File: src/rtl/adc_frame_tagger.sv
`default_nettype none
// ============================================================================
//  adc_frame_tagger
//  Inserts trigger-numbered header words into the ADC sample stream.
//  Optional FRAME_TRAILER_EN adds a word-count trailer in front of headers.
//  Rev 1.0
// ============================================================================
module adc_frame_tagger #(
    parameter logic [3:0] HEADER_ID   = 4'hE,
    parameter logic [3:0] TRAILER_ID  = 4'hD,
    parameter int         SYNC_STAGES = 2
) (
    input  logic        BUS_CLK,
    input  logic        BUS_RST_N,
    input  logic        ENABLE,
    input  logic        TRIG,
    input  logic        IN_VALID,
    input  logic [31:0] IN_DATA,
    output logic        IN_READY,
    output logic        OUT_EMPTY,
    output logic [31:0] OUT_DATA,
    input  logic        OUT_READ,
    output logic [27:0] TRIG_CNT,
    output logic        TRIG_LOST
);

`ifdef FRAME_TRAILER_EN
    typedef enum logic [1:0] {
        ST_PASS = 2'd0,
        ST_HDR  = 2'd1,
        ST_TRL  = 2'd2
    } state_t;
`else
    typedef enum logic [1:0] {
        ST_PASS = 2'd0,
        ST_HDR  = 2'd1
    } state_t;
`endif

    state_t                 r_state;
    state_t                 w_state_nxt;
    logic [SYNC_STAGES-1:0] r_sync;
    logic                   r_pending;
    logic                   r_trig_lost;
    logic [27:0]            r_trig_cnt;
    logic [27:0]            r_hdr_num;
    logic                   r_out_empty;
    logic [31:0]            r_out_data;

    logic                   w_edge;
    logic                   w_edge_en;
    logic                   w_slot_free;
    logic                   w_inject;
    logic                   w_block;
    logic                   w_hdr_load;
    logic                   w_data_load;
    logic                   w_pend_after;
    logic [27:0]            w_cnt_inc;

`ifdef FRAME_TRAILER_EN
    logic                   r_enable_d;
    logic                   r_trl_req;
    logic                   r_hdr_open;
    logic [27:0]            r_word_cnt;
    logic                   w_trl_load;
    logic                   w_en_fall;
`else
    logic                   w_unused_trailer_id;
    assign w_unused_trailer_id = ^TRAILER_ID;
`endif

    // Newest sample enters at bit 0; the edge is seen on the two oldest stages.
    assign w_edge       = r_sync[SYNC_STAGES-2] & ~r_sync[SYNC_STAGES-1];
    assign w_edge_en    = w_edge & ENABLE;
    assign w_slot_free  = r_out_empty | OUT_READ;
    assign w_inject     = r_pending & ENABLE;
    assign w_cnt_inc    = r_trig_cnt + 28'd1;
    assign w_pend_after = r_pending & ~w_hdr_load;

    assign IN_READY  = BUS_RST_N & w_slot_free & ~w_block;
    assign OUT_EMPTY = r_out_empty;
    assign OUT_DATA  = r_out_data;
    assign TRIG_CNT  = r_trig_cnt;
    assign TRIG_LOST = r_trig_lost;

`ifdef FRAME_TRAILER_EN
    assign w_en_fall = r_enable_d & ~ENABLE;
`endif

    always_comb begin
        w_hdr_load  = 1'b0;
        w_block     = w_inject;
`ifdef FRAME_TRAILER_EN
        w_trl_load  = 1'b0;
        w_state_nxt = (r_state == ST_TRL) ? ST_TRL : ST_PASS;
        if (r_state == ST_TRL) begin
            // The header owed after a trailer goes out even if ENABLE dropped.
            w_block    = 1'b1;
            w_hdr_load = w_slot_free;
            if (w_slot_free) begin
                w_state_nxt = ST_HDR;
            end
        end else begin
            w_block = w_inject | r_trl_req;
            if (w_slot_free && r_trl_req) begin
                w_trl_load = 1'b1;
            end else if (w_slot_free && w_inject && r_hdr_open) begin
                w_trl_load  = 1'b1;
                w_state_nxt = ST_TRL;
            end else if (w_slot_free && w_inject) begin
                w_hdr_load  = 1'b1;
                w_state_nxt = ST_HDR;
            end
        end
`else
        w_state_nxt = (r_state == ST_HDR) ? ST_PASS : r_state;
        if (w_slot_free && w_inject) begin
            w_hdr_load  = 1'b1;
            w_state_nxt = ST_HDR;
        end
`endif
        w_data_load = w_slot_free & ~w_block & IN_VALID;
    end

    always_ff @(posedge BUS_CLK or negedge BUS_RST_N) begin
        if (!BUS_RST_N) begin
            r_state <= ST_PASS;
        end else begin
            r_state <= w_state_nxt;
        end
    end

    always_ff @(posedge BUS_CLK or negedge BUS_RST_N) begin
        if (!BUS_RST_N) begin
            r_sync      <= '0;
            r_pending   <= 1'b0;
            r_trig_lost <= 1'b0;
            r_trig_cnt  <= '0;
            r_hdr_num   <= '0;
        end else begin
            r_sync     <= {r_sync[SYNC_STAGES-2:0], TRIG};
            r_trig_cnt <= w_edge_en ? w_cnt_inc : r_trig_cnt;
            // A header load frees the slot before a same-cycle edge claims it.
            r_pending  <= w_pend_after | w_edge_en;
            if (w_edge_en && !w_pend_after) begin
                r_hdr_num <= w_cnt_inc;
            end
            if (!ENABLE) begin
                r_trig_lost <= 1'b0;
            end else if (w_edge_en && w_pend_after) begin
                r_trig_lost <= 1'b1;
            end
        end
    end

    always_ff @(posedge BUS_CLK or negedge BUS_RST_N) begin
        if (!BUS_RST_N) begin
            r_out_empty <= 1'b1;
            r_out_data  <= '0;
        end else if (w_hdr_load) begin
            r_out_empty <= 1'b0;
            r_out_data  <= {HEADER_ID, r_hdr_num};
`ifdef FRAME_TRAILER_EN
        end else if (w_trl_load) begin
            r_out_empty <= 1'b0;
            r_out_data  <= {TRAILER_ID, r_word_cnt};
`endif
        end else if (w_data_load) begin
            r_out_empty <= 1'b0;
            r_out_data  <= IN_DATA;
        end else if (OUT_READ) begin
            r_out_empty <= 1'b1;
        end
    end

`ifdef FRAME_TRAILER_EN
    always_ff @(posedge BUS_CLK or negedge BUS_RST_N) begin
        if (!BUS_RST_N) begin
            r_enable_d <= 1'b0;
            r_trl_req  <= 1'b0;
            r_hdr_open <= 1'b0;
            r_word_cnt <= '0;
        end else begin
            r_enable_d <= ENABLE;
            r_trl_req  <= w_trl_load ? 1'b0 : (r_trl_req | (w_en_fall & r_hdr_open));
            if (w_hdr_load) begin
                r_hdr_open <= 1'b1;
            end else if (w_trl_load) begin
                r_hdr_open <= 1'b0;
            end
            if (w_hdr_load) begin
                r_word_cnt <= '0;
            end else if (w_data_load && (r_word_cnt != 28'hFFFFFFF)) begin
                r_word_cnt <= r_word_cnt + 28'd1;
            end
        end
    end
`endif

endmodule
`default_nettype wire

File: config.mk
export PLATFORM = sky130hd
export DESIGN_NAME = adc_frame_tagger
export DESIGN_NICKNAME = d
export VERILOG_FILES = /design/src/rtl/adc_frame_tagger.sv
export SDC_FILE = /design/constraint.sdc
export NUM_CORES = 1
export LEC_CHECK = 0
export ABC_CLOCK_PERIOD_IN_PS = 5110
export CAP_MARGIN = 15
export CORE_MARGIN = 2
export CORE_UTILIZATION = 54
export CTS_CLUSTER_SIZE = 24
export DETAILED_ROUTE_END_ITERATION = 7
export GPL_TIMING_DRIVEN = 0
export HOLD_SLACK_MARGIN = 0.06
export PLACE_DENSITY = 0.93
export SYNTH_ARGS = -nofsm -noshare
export SYNTH_HDL_FRONTEND = slang
export SYNTH_SLANG_ARGS = --single-unit
export TNS_END_PERCENT = 30
File: constraint.sdc
create_clock -name BUS_CLK -period 5.11 [get_ports BUS_CLK]
set_clock_uncertainty 0.15 [all_clocks]
set_input_delay 0.511 -clock BUS_CLK [delete_from_list [all_inputs] [get_ports BUS_CLK]]
set_output_delay 0.511 -clock BUS_CLK [all_outputs]
set_load 0.1 [all_outputs]
# Word-level counts from Yosys, hierarchy flattened
# Cells that the tools add are included.
# op_classes
add_sub_neg,1
eq_ne,1
muxes,8
bitwise_logic,13
n_reduce_logical,6
# ops
cell,count
32-bit 2-to-1 mux,2
28-bit by 1-bit adder with 28-bit output (second input constant),1
1-bit bitwise AND,8
1-bit 2-to-1 mux,6
1-bit logical AND,3
1-bit inverter,3
3-bit nonzero test,1
2-bit by 1-bit != test with 1-bit output (second input constant),1
1-bit bitwise OR,2
2-bit nonzero test,1
1-bit logical NOT,1
# word_totals
ff_bits,93
out_inout_bits,63
wordCells,36

# Logic depth before layout (Yosys ltp)
# Gate-level depths: netlist of the first run.
# depth
depth_word,8
mapped_depth,7
ltp_nobuf,5

# Worst setup path before layout of the first run
# OpenSTA, ideal clock, no wires.
# synth_path
path_type,register -> output
from,"reg r_out_empty, in the netlist OUT_EMPTY"
to,out IN_READY
t_arrival_ns,2.283
setup_slack_ns,2.166
path_stages_with_launch,5
n_path_buf,2
path_cell_list,dfstp_2 or2_2 clkbuf_1 clkbuf_1 and3_1
# synth_via
elab_chain_cells,3
# synth_lines
element,line_no,text
"start, declared",47,logic r_out_empty;
"start signal, assigned",158,r_out_empty <= 1'b1;
"start signal, assigned",161,r_out_empty <= 1'b0;
"start signal, assigned",169,r_out_empty <= 1'b0;
1-bit bitwise OR,75,assign w_slot_free = r_out_empty | OUT_READ;
1-bit bitwise AND (2 in a row),80,assign IN_READY = BUS_RST_N & w_slot_free & ~w_block;
"end, declared",19,"output logic IN_READY,"
# No other way between the ends.

# Worst setup path in the final report of the first run
# layout_path
from,in BUS_RST_N
to,out IN_READY
# layout_via
elab_chain_cells,2
# layout_lines
element,line_no,text
"start, declared",14,"input logic BUS_RST_N,"
1-bit bitwise AND (2 in a row),80,
# No other way between the ends.

==> metrics.txt, run 1 <==
count of final setup violators=0; Routed Wire Length=~12 mm; Mapped Cells=441; CP max stage cell=clkdlybuf4s50_1; Crit. path cell count=5; CTS Buf Count=9; sw frac=0.452; yosys warns=0; Tmin final=roughly 3.8 ns; largest net degree at the start of global routing=66; max incr delay on CP=between 1 and 1.5 ns; multi-input logic area=roughly 1800 um2; worst r2r path cells=7; Clock Latency Late Sink=0.35 ns; number of antenna violations at the first check in global routing=0; Hold Fails Final Rpt=0; critical path, cell by cell=dlygate4sd3_1, buf_4, buf_16, and3_1, clkdlybuf4s50_1; TritonRoute pass-1 iters=5; number of distinct library cells after synthesis=just over 40; die width=93.2 um; Post-CTS Resized=0; Max VDD drop=0.201 mV; placed cell count=around 640; unrepaired setup endpoints after global routing=false; syn_area_per_cell=~9.7 um2; WL/cell=18.3 um; row count=32; sequential share of power=0.410; fill count=between 500 and 600; Slew @ Worst Pin=about 1 ns; Pwr Density=406 nW/um2; critical path launch point type=input port; CTS tree=built; Lkg Pwr=roughly 2.3 nW; worst min-delay path class=flop to flop; Sequential cell area=2330 um2; DPL Wire Length=~8.7 mm; non-filler cells, final=about 660; 1st-iter DRT viols=310; DR vias/cell=about 6; chip height=about 93 um; Switch Pwr=around 1.0 mW; DRT antenna net count=0; worst endpoint data arrival time=~3.1 ns; Seq/Total Area, Yosys=0.542; core area=about 7700 um2; Layout area overhead=30.8%; number of synthesized flops with an enable pin=0; first-pass GRT wire length=around 20 mm; Core Util, Final=0.727; Required @ worst endpoint=around 4.5 ns; Clock power frac=0.185; CTS clk-pin slew, worst paths=around 0.08 ns; synthesized area=4300 um2; DRC violations left=0; number of max-cap violations=0; Final GP Congestion=around 0.97; grt ovf=0; Post-synth top flop=dfrtp_1; Hold Path Cell Cnt=0; Buf/Inv on CP=4; share of cells above drive strength 1=0.0503; Initial Utilization=0.556; Net Count, Synth=480; Final Slew Violations=0; number of global-route vias before repair=between 3000 and 4000; Int Power=roughly 1.3 mW; GRT Resource Usage Total=0.290; CTS Sinks=just over 90; Via Count=around 4000; Post-synth ARST share=1.00; Hold-fix buffers, CTS=1; outcome=finished, final reports clean; I/O pin cnt=about 100; capturing element type of the critical path=output port; Top delay family on crit path=buffers and inverters; clock root buffer=clkbuf_8; power share of the combinational group=0.405; Worst Path Max Fanout=between 60 and 70; Final period util=0.743; Rel. slew slack=0.340; port buffer count=100; n_diodes=0; H-tree level count=3; worst-case clock buffer depth=2; crit path kind=input port to output port; Layout Nets=slightly below 600; die footprint=between 8000 and 9000 um2; post-synthesis register bit count=93; Max Clk Rate=about 260 MHz; Setup Buffers After CTS=0
## area by class of cell
| type | count | area share |
|---|---|---|
| Multi-Input combinational cell | 310 | 0.323 |
| Sequential cell | 93 | 0.414 |
| Clock buffer | 11 | 0.0252 |
| Clock inverter | 2 | 0.00223 |
| Timing Repair Buffer | 103 | 0.185 |
| Buffer | 32 | 0.0229 |
| Tap cell | 102 | 0.0227 |
| Inverter | 6 | 0.00401 |
## routing by layer
layer	track usage	wire length [um]	up-vias
met2	0.478	5960	254
met4	0.0858	223	0
met5	0	0	-
li1	-	-	1802
met3	0.0556	1090	24
met1	0.394	4780	1894
## sequential cells by signal (all words and copies together), names as in the netlist
register / count
OUT_EMPTY: 1
TRIG_CNT: 28
OUT_DATA: 32
r_sync: 2
TRIG_LOST: 1
r_hdr_num: 28
r_pending: 1
## power by group through the flow
stage | Sequential (mW) | Combinational, mW | Clock (mW)
detailed placement | 0.947 | 0.921 | 0
global route | 0.949 | 0.961 | 0.451
CTS | 0.933 | 0.925 | 0.422
floorplan | 1.44 | 0.165 | 0
global placement | 0.939 | 0.898 | 0
finish | 0.936 | 0.925 | 0.423
## cell families after synthesis
group | Yosys count | synth area share
buffers and inverters | 38 | 0.0352
DFF | 93 | 0.542
xor gates and xnor gates | 41 | 0.0836
and+or+nand+nor | 166 | 0.196
AOI/OAI and AO/OA | 102 | 0.140
adders and majority gates | 1 | 0.00291
## Yosys cell counts (4+ instances only)
library cell  number  area share
a31oi_1           10       0.015
or4_1              4      0.0070
xor2_1            13       0.027
nand4_1           14       0.020
or3_1              5      0.0073
o21ai_0           20       0.023
and3_1             4      0.0058
nor4_1            10       0.015
o22ai_1           29       0.042
nand2_1           41       0.036
buf_2              6      0.0070
dfrtp_1           92        0.54
nor3_1             9       0.010
o31ai_1            5      0.0087
a21oi_1           29       0.034
nor2_1            47       0.041
xnor2_1           28       0.057
clkbuf_1          25       0.022
and4_1             5       0.010
nand3_1           13       0.015
inv_1              6      0.0052
## placed cells by master (no fill, tap or decap), drive strengths merged, types with 13 or more instances in the layout
| cell | n |
|---|---|
| xor2 | 13 |
| nor2 | 47 |
| nand2 | 41 |
| nand3 | 14 |
| o21ai | 20 |
| clkbuf | 38 |
| xnor2 | 28 |
| nand4 | 15 |
| o22ai | 29 |
| a21oi | 29 |
| clkdlybuf4s50 | 99 |
| dfrtp | 92 |
## stage by stage
stage,power [mW],instance area (um2),setup WS (ns),setup TNS (ns),hold slack (ns)
2_1_floorplan,1.60,4300,2.17,0,0.0654
3_3_place_gp,1.84,5420,-1.08,-1.08,0.229
3_5_place_dp,1.87,5450,1.40,0,0.238
4_1_cts,2.28,5610,1.27,0,0.257
5_1_grt,2.36,5620,1.17,0,0.271
6_report,2.28,5620,1.31,0,0.256
## worst paths after layout
| check | startpoint | endpoint | slack (ns) |
|---|---|---|---|
| hold reg to reg | r_sync[0] | r_sync[1] | 0.26 |
| min in group asynchronous | BUS_RST_N | TRIG_CNT[1] | 0.48 |
| hold / removal | r_sync[0] | r_sync[1] | 0.26 |
| setup / recovery | BUS_RST_N | IN_READY | 1.31 |
| max in group asynchronous | BUS_RST_N | OUT_EMPTY | 3.67 |
| setup reg to reg | TRIG_CNT[0] | r_hdr_num[24] | 2.48 |
(Power assumes the default switching activity.)
==> inputs of run 2 (changes only) <==
--- a/config.mk
+++ b/config.mk
@@ -5,15 +5,15 @@
 export SDC_FILE = /design/constraint.sdc
 export NUM_CORES = 1
 export LEC_CHECK = 0
-export ABC_CLOCK_PERIOD_IN_PS = 5110
+export ABC_CLOCK_PERIOD_IN_PS = 3600
 export CAP_MARGIN = 15
 export CORE_MARGIN = 2
-export CORE_UTILIZATION = 54
+export CORE_UTILIZATION = 50
 export CTS_CLUSTER_SIZE = 24
 export DETAILED_ROUTE_END_ITERATION = 7
 export GPL_TIMING_DRIVEN = 0
 export HOLD_SLACK_MARGIN = 0.06
-export PLACE_DENSITY = 0.93
+export PLACE_DENSITY = 0.87
 export SYNTH_ARGS = -nofsm -noshare
 export SYNTH_HDL_FRONTEND = slang
 export SYNTH_SLANG_ARGS = --single-unit
==> constraint.sdc (replaced) <==
create_clock -name BUS_CLK -period 3.6 [get_ports BUS_CLK]
set_clock_uncertainty 0.15 [all_clocks]
set_input_delay 0.36 -clock BUS_CLK [delete_from_list [all_inputs] [get_ports BUS_CLK]]
set_output_delay 0.36 -clock BUS_CLK [all_outputs]
set_load 0.1 [all_outputs]
==> metrics.txt, run 2 (same netlist as run 1, synthesis figures left out) <==
outcome=finished, final reports clean; Initial Utilization=0.520; crit path kind=flop to output port; Setup Buffers After CTS=0; number of global-route vias before repair=3738; Max VDD drop=roughly 0.29 mV; Crit path top cell by count=clkbuf_1; die footprint=roughly 9300 um2; unrepaired setup endpoints after global routing=false; DRC violations left=0; CTS clk-pin slew, worst paths=about 0.09 ns; Tmin final=3.49 ns; Via Count=3919; Switch Pwr=~1.5 mW; critical path, cell by cell=or2_2, clkbuf_1, clkbuf_1, and3_1, clkdlybuf4s50_1; Place WS=between 0.15 and 0.2 ns; GRT Resource Usage Total=0.244; clock root buffer=clkbuf_8; die width=approximately 97 um; Rel. slew slack=0.336; Reg2Reg Launch Point=TRIG_CNT[0]; share of cells above drive strength 1=0.0571; Pwr Density=599 nW/um2; Int Power=1.93 mW; largest net degree at the start of global routing=a little over 70; number of antenna violations at the first check in global routing=0; H-tree level count=3; 1st-iter DRT viols=about 310; Final period util=0.969; sequential share of power=0.387; max reg flops=32; worst endpoint data arrival time=between 2 and 3 ns; TritonRoute pass-1 iters=7; capturing element type of the critical path=output port; CTS Sinks=93; grt ovf=0; sw frac=0.434; most frequent cells in the layout=clkdlybuf4s50_1, dfrtp_1, nor2_1, nand2_1; Max Clk Rate=287 MHz; Core Util, Final=0.690; Worst Path Max Fanout=10; Slew @ Worst Pin=a little under 1 ns; Clock Latency Late Sink=approximately 0.36 ns; Worst setup startpoint=OUT_EMPTY; n_diodes=0; Routed Wire Length=11.3 mm; core area=slightly above 8000 um2; Hold Fails Final Rpt=0; worst-case clock buffer depth=2; placed cell count=roughly 650; CTS tree=built; worst min-delay path class=flop to flop; critical path launch point type=flop; count of final setup violators=0; DPL Wire Length=just over 8 mm; row count=33; FF-to-FF End=r_hdr_num[24]; Final GP Congestion=~0.91; Lkg Pwr=roughly 2.3 nW; number of max-cap violations=0; most common cell after layout, fill and taps aside=clkdlybuf4s50_1; max incr delay on CP=between 1 and 1.5 ns; worst r2r path cells=7; Setup WS post-layout=between 0.1 and 0.15 ns; Clock power frac=0.232; DR vias/cell=just under 6; CP max stage cell=clkdlybuf4s50_1; R2R setup slack=between 0.9 and 1 ns; port buffer count=100; Layout area overhead=32.7%; I/O pin cnt=between 100 and 150; DRT antenna net count=0; Fin Setup TNS=0 ns; non-filler cells, final=665; WL/cell=approximately 17 um; Setup crit end=IN_READY; Layout Nets=just under 600; CTS Buf Count=9; Final Slew Violations=0; first-pass GRT wire length=between 15 and 20 mm; power share of the combinational group=0.381; Required @ worst endpoint=3.09 ns; chip height=96.7 um
==> run 2: critical path, delay by kind of cell (launching register included) <==
family,cells,cell delay (ns)
buf+inv,3,1.68
flops,1,0.58
simple gates,2,0.36
==> run 2: worst min path at each step <==
stage,depth (start not counted),to,start
5_1_grt,0,r_sync[1],r_sync[0]
4_1_cts,0,r_sync[1],r_sync[0]
3_3_place_gp,0,r_sync[1],r_sync[0]
6_report,0,r_sync[1],r_sync[0]
3_5_place_dp,1,TRIG_CNT[2],BUS_RST_N
2_1_floorplan,0,OUT_DATA[0],BUS_RST_N
==> run 2: layout make-up <==
class / instances / area [um2]
Inverter: 6 / 22.5
Buffer: 32 / 129
Multi-Input combinational cell: 310 / 1820
Clock buffer: 10 / 138
Tap cell: 105 / 131
Clock inverter: 6 / 92.6
Sequential cell: 93 / 2330
Fill cell: 616 / 2560
Timing Repair Buffer: 103 / 1040
==> run 2: timing repair <==
action                    4_1_cts  5_1_grt
hold endpoints to repair       23        0
hold buffers                    1        0
resized for setup               0        0
==> run 2: per-stage QoR <==
step	instance area [um2]	hold slack (ns)	total power, mW
final	5700	0.259	3.41
after global routing	5700	0.275	3.54
after CTS	5700	0.260	3.42
after detailed placement	5460	0.138	2.64
after global placement	5430	0.229	2.61
after floorplan	4300	-0.0856	2.27
==> run 2: power by group through the flow <==
stage / clock, mW / combinational, mW / sequential [mW]
6_report: 0.793 / 1.30 / 1.32
5_1_grt: 0.849 / 1.35 / 1.34
4_1_cts: 0.797 / 1.30 / 1.32
3_5_place_dp: 0 / 1.30 / 1.34
3_3_place_gp: 0 / 1.28 / 1.33
2_1_floorplan: 0 / 0.234 / 2.04
==> run 2: per-layer routing <==
metal  global-route usage  up-vias  routed length (um)  share of wire
li1                     -     1811                   -              -
met1                0.342     1861                4920           0.44
met2                0.380      224                5220           0.46
met3               0.0585       23                 904          0.080
met4               0.0715        0                 247          0.022
met5                    0        -                   0              0
==> inputs of run 3 (changes only) <==
--- a/config.mk
+++ b/config.mk
@@ -7,8 +7,10 @@
 export LEC_CHECK = 0
 export ABC_CLOCK_PERIOD_IN_PS = 3600
 export CAP_MARGIN = 15
+export CELL_PAD_IN_SITES_DETAIL_PLACEMENT = 0
+export CELL_PAD_IN_SITES_GLOBAL_PLACEMENT = 1
 export CORE_MARGIN = 2
-export CORE_UTILIZATION = 50
+export CORE_UTILIZATION = 38
 export CTS_CLUSTER_SIZE = 24
 export DETAILED_ROUTE_END_ITERATION = 7
 export GPL_TIMING_DRIVEN = 0
==> constraint.sdc (replaced) <==
create_clock -name BUS_CLK -period 3.6 [get_ports BUS_CLK]
set_clock_uncertainty 0.15 [all_clocks]
set_input_delay 0.36 -clock BUS_CLK [delete_from_list [all_inputs] [get_ports BUS_CLK]]
set_output_delay 0.36 -clock BUS_CLK [all_outputs]
set_load 0.02 [all_outputs]
==> metrics.txt, run 3 (same netlist as run 1, synthesis figures left out) <==
outcome=finished, final reports clean; I/O pin cnt=roughly 100; worst r2r path cells=7; Max VDD drop=0.214 mV; die width=approximately 110 um; Tmin final=2.92 ns; TritonRoute pass-1 iters=5; row count=38; clock root buffer=clkbuf_16; count of final setup violators=0; Setup Buffers After CTS=0; Final Cell Area=roughly 5800 um2; Clock Latency Late Sink=0.34 ns; max reg flops=32; Placed Area=approximately 5500 um2; most common cell after layout, fill and taps aside=clkdlybuf4s50_1; chip height=between 100 and 150 um; GRT Resource Usage Total=0.193; crit path kind=input port to output port; CTS Sinks=93; CTS tree=built; Core Util, Final=0.529; total power=approximately 2.9 mW; CTS clk-pin slew, worst paths=roughly 0.06 ns; critical path, cell by cell=dlygate4sd3_1, buf_4, buf_16, and3_1, clkdlybuf4s50_1; number of antenna violations at the first check in global routing=0; largest net degree at the start of global routing=74; DPL Wire Length=roughly 8.3 mm; share of cells above drive strength 1=0.0554; Setup WS post-layout=around 0.68 ns; Pwr Density=498 nW/um2; core area=between 10000 and 15000 um2; die footprint=12200 um2; 1st-iter DRT viols=between 200 and 300; number of max-cap violations=0; Fin Setup TNS=0 ns; Layout area overhead=34.8%; Final period util=0.812; fill count=between 1000 and 1500; Clock power frac=0.305; Int Power=~2.0 mW; Hold Path Cell Cnt=0; DR vias/cell=roughly 5.4; power share of the combinational group=0.237; Final Slew Violations=0; Switch Pwr=0.886 mW; DRT antenna net count=0; Final GP Congestion=between 0.8 and 0.9; Worst Path Max Fanout=73; CP max stage cell=clkdlybuf4s50_1; Max Clk Rate=about 340 MHz; unrepaired setup endpoints after global routing=false; CTS Buf Count=9; most frequent cells in the layout=clkdlybuf4s50_1, dfrtp_1, nor2_1, nand2_1; capturing element type of the critical path=output port; Layout Nets=approximately 590; DRC violations left=0; Routed Wire Length=between 10 and 15 mm; critical path launch point type=input port; WL/cell=between 15 and 20 um; Required @ worst endpoint=a little over 3 ns; first-pass GRT wire length=17.9 mm; worst endpoint data arrival time=roughly 2.4 ns; max incr delay on CP=0.61 ns; number of global-route vias before repair=~3500; Slew @ Worst Pin=a little over 0.9 ns; sequential share of power=0.458; Hold Fails Final Rpt=0; grt ovf=0; Via Count=~3800; worst-case clock buffer depth=2; H-tree level count=3; Initial Utilization=0.393; n_diodes=0; sw frac=0.307; port buffer count=100; Place WS=0.715 ns; Rel. slew slack=0.389; Lkg Pwr=between 2 and 2.5 nW; worst min-delay path class=flop to flop
-- run 3: cell count changes in the layout (fill, tap and decap cells not counted) --
| cell | before | now |
|---|---|---|
| clkinv_4 | 0 | 3 |
| clkinvlp_4 | 2 | 1 |
| inv_6 | 2 | 1 |
| clkbuf_8 | 10 | 0 |
| clkinv_2 | 0 | 1 |
| clkbuf_1 | 25 | 26 |
| bufinv_16 | 2 | 0 |
| clkbuf_16 | 0 | 9 |
-- run 3: final timing paths --
kind	from	to	slack, ns
hold / removal	r_sync[0]	r_sync[1]	0.25
setup reg to reg	TRIG_CNT[0]	r_hdr_num[24]	0.96
max in group asynchronous	BUS_RST_N	OUT_EMPTY	2.33
min in group asynchronous	BUS_RST_N	TRIG_CNT[1]	0.30
hold reg to reg	r_sync[0]	r_sync[1]	0.25
setup / recovery	BUS_RST_N	IN_READY	0.68
-- run 3: layer usage --
metal | wire length [um] | global-route usage
met5 | 0 | 0
met3 | 542 | 0.0323
met1 | 5520 | 0.275
met4 | 204 | 0.0580
met2 | 5170 | 0.302
-- run 3: timing repair --
item,CTS,global route
hold buffers,1,0
endpoints found under the hold margin,21,0
gates resized for setup,0,0
-- run 3: layout make-up --
class	instances	area, um2	share of cell area
Multi-Input combinational cell	310	1820	0.314
Inverter	6	22.5	0.00389
Sequential cell	93	2330	0.402
Tap cell	140	175	0.0303
Clock buffer	10	229	0.0396
Clock inverter	6	47.5	0.00821
Timing Repair Buffer	103	1040	0.180
Buffer	32	129	0.0223
-- run 3: power groups by stage --
stage | Combinational (mW) | Sequential [mW] | Clock, mW
after floorplan | 0.227 | 1.44 | 0
after global placement | 0.666 | 1.34 | 0
after detailed placement | 0.684 | 1.34 | 0
after CTS | 0.689 | 1.32 | 0.892
after global routing | 0.736 | 1.34 | 0.946
final | 0.682 | 1.32 | 0.881
-- run 3: worst max-delay path, delay by kind of cell --
family        cells  cell delay (ns)
buf+inv           4             1.78
simple gates      1             0.23
-- run 3: metrics by stage --
stage / hold slack (ns) / std cells
floorplan: -0.0856 / 441
global placement: 0.230 / 681
detailed placement: 0.134 / 683
CTS: 0.256 / 700
global route: 0.285 / 700
finish: 0.252 / 700
